[config.mk]
export PLATFORM = sky130hd
export DESIGN_NAME = reg_file_flat
export DESIGN_NICKNAME = d
export VERILOG_FILES = /design/src/rtl/reg_file_pkg.sv /design/src/rtl/reg_file_if.sv /design/src/rtl/reg_file.sv /design/src/flat_wrapper.sv
export SDC_FILE = /design/constraint.sdc
export NUM_CORES = 2
export LEC_CHECK = 0
export ABC_AREA = 1
export BUFFER_PORTS_ARGS = -buffer_cell sky130_fd_sc_hd__buf_2
export CELL_PAD_IN_SITES_DETAIL_PLACEMENT = 0
export CELL_PAD_IN_SITES_GLOBAL_PLACEMENT = 2
export CORE_MARGIN = 2
export CORE_UTILIZATION = 38
export CTS_CLUSTER_SIZE = 10
export DETAILED_ROUTE_END_ITERATION = 8
export PLACE_DENSITY = 0.89
export SLEW_MARGIN = 10
export SYNTH_ARGS = -nofsm -noshare
export SYNTH_HDL_FRONTEND = slang
export SYNTH_SLANG_ARGS = --single-unit
[constraint.sdc]
create_clock -name clk -period 3.75 [get_ports clk]
set_input_delay 0.375 -clock clk [delete_from_list [all_inputs] [get_ports clk]]
set_output_delay 0.375 -clock clk [all_outputs]
set_load 0.02 [all_outputs]
[src/rtl/reg_file_pkg.sv]
// Shared core constants: datapath widths, named register indices, the
// stack-pointer reset default and the ALU control encodings.
package reg_file_pkg;

  localparam int RF_XLEN  = 32;
  localparam int RF_AW    = 5;
  localparam int RF_NREGS = 32;

  localparam int REG_ZERO = 0;
  localparam int REG_RA   = 1;
  localparam int REG_SP   = 2;

  localparam logic [RF_XLEN-1:0] SP_INIT_DEFAULT = 32'h0000_0000;

  typedef enum logic [3:0] {
    ALU_ADD  = 4'b0000,
    ALU_SUB  = 4'b0001,
    ALU_AND  = 4'b0010,
    ALU_OR   = 4'b0011,
    ALU_XOR  = 4'b0100,
    ALU_SLL  = 4'b0101,
    ALU_SRL  = 4'b0110,
    ALU_SRA  = 4'b0111,
    ALU_SLT  = 4'b1000,
    ALU_SLTU = 4'b1001
  } alu_op_e;

endpackage

[src/rtl/reg_file_if.sv]
// Register-file access bundle: two read ports, the write-back port, the
// debug read port and the committed-write counter.
interface reg_file_if
  import reg_file_pkg::*;
#(
  parameter int XLEN = RF_XLEN,
  parameter int AW   = RF_AW
);

  logic [AW-1:0]   rs1_addr;
  logic [AW-1:0]   rs2_addr;
  logic [XLEN-1:0] rs1_data;
  logic [XLEN-1:0] rs2_data;
  logic            we;
  logic [AW-1:0]   rd_addr;
  logic [XLEN-1:0] rd_data;
  logic [AW-1:0]   dbg_addr;
  logic [XLEN-1:0] dbg_data;
  logic [31:0]     wr_count;

  // core / testbench side
  modport master (
    output rs1_addr, rs2_addr, we, rd_addr, rd_data, dbg_addr,
    input  rs1_data, rs2_data, dbg_data, wr_count
  );

  // register file side
  modport slave (
    input  rs1_addr, rs2_addr, we, rd_addr, rd_data, dbg_addr,
    output rs1_data, rs2_data, dbg_data, wr_count
  );

endinterface

[src/rtl/reg_file.sv]
// RV32I integer register file. x0 has no storage and always reads zero.
// Reads are combinational with no write-to-read bypass: rd_data depends on
// the read data through the ALU, so a bypass would close a combinational loop.
module reg_file
  import reg_file_pkg::*;
#(
  parameter int              XLEN    = RF_XLEN,
  parameter int              NREGS   = RF_NREGS,
  parameter int              AW      = RF_AW,
  parameter logic [XLEN-1:0] SP_INIT = SP_INIT_DEFAULT
) (
  input logic       clk,
  input logic       rst_n,
  reg_file_if.slave bus
);

  logic [XLEN-1:0] regs_q [1:NREGS-1];
  logic [31:0]     wr_count_q;
  logic            wr_en;

  // An unknown rd_addr makes this compare unknown, so no register is touched.
  assign wr_en = bus.we && (bus.rd_addr != AW'(REG_ZERO));

  // Storage and committed-write counter; reset wins over a same-cycle write.
  always_ff @(posedge clk or negedge rst_n) begin
    if (!rst_n) begin
      for (int i = 1; i < NREGS; i++) begin
        regs_q[i] <= (i == REG_SP) ? SP_INIT : '0;
      end
      wr_count_q <= '0;
    end else if (wr_en) begin
      regs_q[bus.rd_addr] <= bus.rd_data;
      wr_count_q          <= wr_count_q + 32'd1;
    end
  end

  assign bus.rs1_data = (bus.rs1_addr == AW'(REG_ZERO)) ? '0 : regs_q[bus.rs1_addr];
  assign bus.rs2_data = (bus.rs2_addr == AW'(REG_ZERO)) ? '0 : regs_q[bus.rs2_addr];
  assign bus.dbg_data = (bus.dbg_addr == AW'(REG_ZERO)) ? '0 : regs_q[bus.dbg_addr];
  assign bus.wr_count = wr_count_q;

  // Simulation-only: flag a write strobe carrying an unknown destination.
  always @(posedge clk) begin
    if (rst_n && bus.we) begin
      a_rd_addr_known: assert (!$isunknown(bus.rd_addr));
    end
  end

endmodule

[src/flat_wrapper.sv]
// flat-port wrapper written by rule: the top's interface ports become plain ports
module reg_file_flat import reg_file_pkg::*;
#(
  parameter int              XLEN    = RF_XLEN,
  parameter int              NREGS   = RF_NREGS,
  parameter int              AW      = RF_AW,
  parameter logic [XLEN-1:0] SP_INIT = SP_INIT_DEFAULT
)
  (clk, rst_n, bus_rs1_addr, bus_rs2_addr, bus_we, bus_rd_addr, bus_rd_data, bus_dbg_addr, bus_rs1_data, bus_rs2_data, bus_dbg_data, bus_wr_count);
  reg_file_if #(.XLEN(XLEN), .AW(AW)) bus_i ();
  input logic clk;
  input logic rst_n;
  input wire logic [$bits(bus_i.rs1_addr)-1:0] bus_rs1_addr;
  input wire logic [$bits(bus_i.rs2_addr)-1:0] bus_rs2_addr;
  input wire logic [$bits(bus_i.we)-1:0] bus_we;
  input wire logic [$bits(bus_i.rd_addr)-1:0] bus_rd_addr;
  input wire logic [$bits(bus_i.rd_data)-1:0] bus_rd_data;
  input wire logic [$bits(bus_i.dbg_addr)-1:0] bus_dbg_addr;
  output wire logic [$bits(bus_i.rs1_data)-1:0] bus_rs1_data;
  output wire logic [$bits(bus_i.rs2_data)-1:0] bus_rs2_data;
  output wire logic [$bits(bus_i.dbg_data)-1:0] bus_dbg_data;
  output wire logic [$bits(bus_i.wr_count)-1:0] bus_wr_count;
  assign bus_i.rs1_addr = bus_rs1_addr;
  assign bus_i.rs2_addr = bus_rs2_addr;
  assign bus_i.we = bus_we;
  assign bus_i.rd_addr = bus_rd_addr;
  assign bus_i.rd_data = bus_rd_data;
  assign bus_i.dbg_addr = bus_dbg_addr;
  assign bus_rs1_data = bus_i.rs1_data;
  assign bus_rs2_data = bus_i.rs2_data;
  assign bus_dbg_data = bus_i.dbg_data;
  assign bus_wr_count = bus_i.wr_count;
  reg_file #(.XLEN(XLEN), .NREGS(NREGS), .AW(AW), .SP_INIT(SP_INIT)) u_core (.clk(clk), .rst_n(rst_n), .bus(bus_i));
endmodule
==> summary.txt <==
Status
  – Status: finished, final reports clean

Placed design
  – Port Buf Inserts: approximately 180
  – GP Congestion: 0.872
  – Post-Place Cells: roughly 13000
  – Area post-placement: 70800 µm²
  – Dpl hpwl: approximately 180000 µm

Finish
  – Layout cells sized above 1: 6.01%
  – Most common cell after layout, fill and taps aside: nand2_1
  – FF/Latch Area: 25600 µm²
  – Post-Layout Cell Count: 12900
  – Fill cells: 18800
  – Design area: 75200 µm²
  – Nets@finish: 10500
  – Area of the multi-input gates: 35400 µm²
  – Area growth syn-to-layout: 11.7%
  – Commonest non-fill, non-tap cells in the layout: nand2_1, nand3_1, dfrtp_1

Routing
  – DR DRC count: 0
  – ANT nets after route: 0
  – Drt initial violations: 10300
  – Vias: 75100
  – Routed WL per cell: approximately 25 µm
  – 1st-pass router iterations: 9
  – Vias per cell: a little under 6
  – DRT Wirelength: 325000 µm

STA
  – Period minus WS final: 3090 ps
  – Setup violators final: 0
  – Final Max Tran Viols: 0
  – Fin Clk Skew: 12.6 ps
  – TNS Setup: 0 ps
  – Part of the cycle the worst path needs: 82.4%
  – Slew HR: 20.4%
  – Worst-margin pin slew: 1190 ps
  – Fmax: 0.324 GHz
  – Unrepaired setup endpoints after global routing: false
  – Final count of hold timing violations: 0

Floorplan
  – Die area: 181000 µm²
  – Chip width: approximately 430 µm
  – Row count: 154
  – Die H: approximately 430 µm
  – IO Pins: 183
  – Core area: 176000 µm²
  – Initial Util: between 30% and 40%

Logic synthesis
  – Post-synthesis cell type count: 28
  – Synth warn: 0
  – Syn Area/Cell: 6.24 µm²
  – Number of synthesized flops with an enable pin: 0
  – Ys flop type: dfrtp_1
  – Post-Synthesis Cells: around 11000
  – Syn_nets: 10800
  – Ys async rst share: 100%
  – Seq cells post-synth: 1024
  – Mapped Area: 67400 µm²
  – Sequential element share of the synthesized area: 38.0%

CTS
  – CTS buffer count: 133
  – # H-tree levels: 4
  – CTS tree: done
  – Clk Latency, worst-skew pair: 800 ps
  – CTS Root Buffer Type: clkbuf_16
  – CTS sink cnt: slightly above 1000
  – Clock tree buffer depth: 3
  – Clk slew on worst S/H paths: 50 ps

Worst setup path
  – Setup CP Type: primary input to output pin
  – Worst setup SP type: primary input
  – WP buf/inv: 3
  – Critical path endpoint category: output pin
  – Worst-path maximum fanout: 60
  – Most frequent cell on the critical path: nand3_1
  – Crit-path max cell delay: about 850 ps
  – Cell breakdown of the critical path: buf_8 > buf_4 > nand3_1 > nand3_1 > nand3_1 > nand3_1 > nand2_1 > buf_2
  – CP max-delay cell: buf_4
  – CP top delay family: buffers and inverters
  – Data required, critical path: between 3000 and 4000 ps
  – Critical Path AT: approximately 2700 ps

Power and ir drop
  – Leak: 36.8 nW
  – Largest vdd supply drop: between 0.4 and 0.5 mV
  – Total Power: roughly 37 mW
  – Cell area power density: 493 nW/µm²

GRT
  – Vias in the first global route: 70900
  – Largest net degree at the start of global routing: 116
  – First-pass GRT wire length: 478000 µm
  – Total GRT Usage: 35.2%
  – GRT overflow: 0
  – Antenna violations before repair: 11

Worst hold path
  – Hold crit path type: primary input to register

Flow run
  – Total of max-cap violations: 0
==> worst paths after layout <==
kind,from,to,slack (ps),cells past startpoint
min in group asynchronous,rst_n,u_core.regs_q[843]$_DFFE_PN0P_,160,2
worst min register to register,u_core.regs_q[900]$_DFFE_PN0P_,u_core.regs_q[900]$_DFFE_PN0P_,480,2
worst max register to register,u_core.bus.wr_count[0]$_DFFE_PN0P_,u_core.bus.wr_count[22]$_DFFE_PN0P_,1850,8
max in group asynchronous,rst_n,u_core.regs_q[384]$_DFFE_PN0P_,2380,3
worst max-delay path,bus_rs2_addr[1],bus_rs2_data[6],660,8
worst min-delay path,bus_we,u_core.bus.wr_count[5]$_DFFE_PN0P_,30,3
==> layout make-up <==
| cell class | instances | area share [%] |
|---|---|---|
| timing repair buffer | 420 | 5.48 |
| multi-input combinational | 8077 | 47.1 |
| clock buffer | 192 | 5.15 |
| inverter | 781 | 3.98 |
| clock inverter | 23 | 0.356 |
| tap | 2340 | 3.89 |
| antenna | 4 | 0.0133 |
| sequential | 1024 | 34.1 |
==> report_power, final <==
group / total [mW] / switching, mW / leakage [nW] / internal [mW]
sequential: 14.8 / 1.64 / 13.1 / 13.2
clock: 12.6 / 5.26 / 2.03 / 7.33
combinational: 9.66 / 6.56 / 21.7 / 3.10
total: 37.1 / 13.5 / 36.8 / 23.6
==> Yosys cell counts (2+ instances only) <==
master | count | area share, %
nor3_1 | 2 | 0.015
o21ai_1 | 31 | 0.23
inv_2 | 10 | 0.056
nand4_4 | 2 | 0.063
buf_4 | 2 | 0.022
xnor2_1 | 6 | 0.078
xor2_1 | 10 | 0.13
buf_1 | 101 | 0.56
nand2_2 | 12 | 0.11
nor3_2 | 2 | 0.030
buf_2 | 148 | 1.1
clkbuf_1 | 652 | 3.6
nand2_1 | 3916 | 22
a21oi_1 | 480 | 3.6
nor2_1 | 412 | 2.3
nand3b_1 | 15 | 0.17
nor2_2 | 2 | 0.019
o21ai_0 | 865 | 6.4
nand3_1 | 2313 | 17
nand4_1 | 4 | 0.037
dfrtp_1 | 1024 | 38
inv_1 | 769 | 4.3
clkinv_1 | 2 | 0.011
==> worst reg2reg max path: stages (launching register included) <==
cell and delay [ps]:
dfrtp_1 390, ha_1 200, inv_1 80, nor2_1 280, nand4_1 310, nor2_1 350, nand2_1 80, nand2_1 70
nand2_1 40
==> registers in the layout, summed over array words and instances (netlist names) <==
name	flops
u_core.bus.wr_count	32
u_core.regs_q	992
==> metal layers <==
layer	vias to the layer above	routed length [µm]	global-route usage, %	share of wire (%)
met4	10	18300	17.1	5.6
li1	33900	-	-	-
met1	35400	131000	46.6	40
met3	1030	34300	7.03	11
met2	4685	141000	54.8	44
met5	-	66	0	0.020
==> stage by stage <==
step                      hold slack, ps  setup WS (ps)  utilization [%]
after floorplan                     79.4           1680                -
after global placement               419            770             40.2
after detailed placement             432            769             40.2
after CTS                          0.874            763             42.7
after global routing                54.8            654             42.7
final                               33.4            660             42.7
==> what timing repair did <==
item / in CTS / in global routing
hold buffers: 33 / 0
resized for setup: 0 / 0
hold endpoints to repair: 99 / 0
endpoints found under the setup margin: 0 / 0
buffers inserted: 0 / 0
==> cells by family (layout without fill, tap and decap cells) <==
group | after synthesis | count (layout) | share of synthesized area [%]
flops | 1024 | 1024 | 38.0
other cells | 0 | 4 | 0
simple gates | 6684 | 6684 | 41.8
fa+ha+maj | 1 | 1 | 0.0186
xor+xnor | 16 | 16 | 0.208
buf+inv | 1684 | 1416 | 9.67
compound gates | 1376 | 1376 | 10.2
Note: power is estimated with default switching activity, not from simulation.
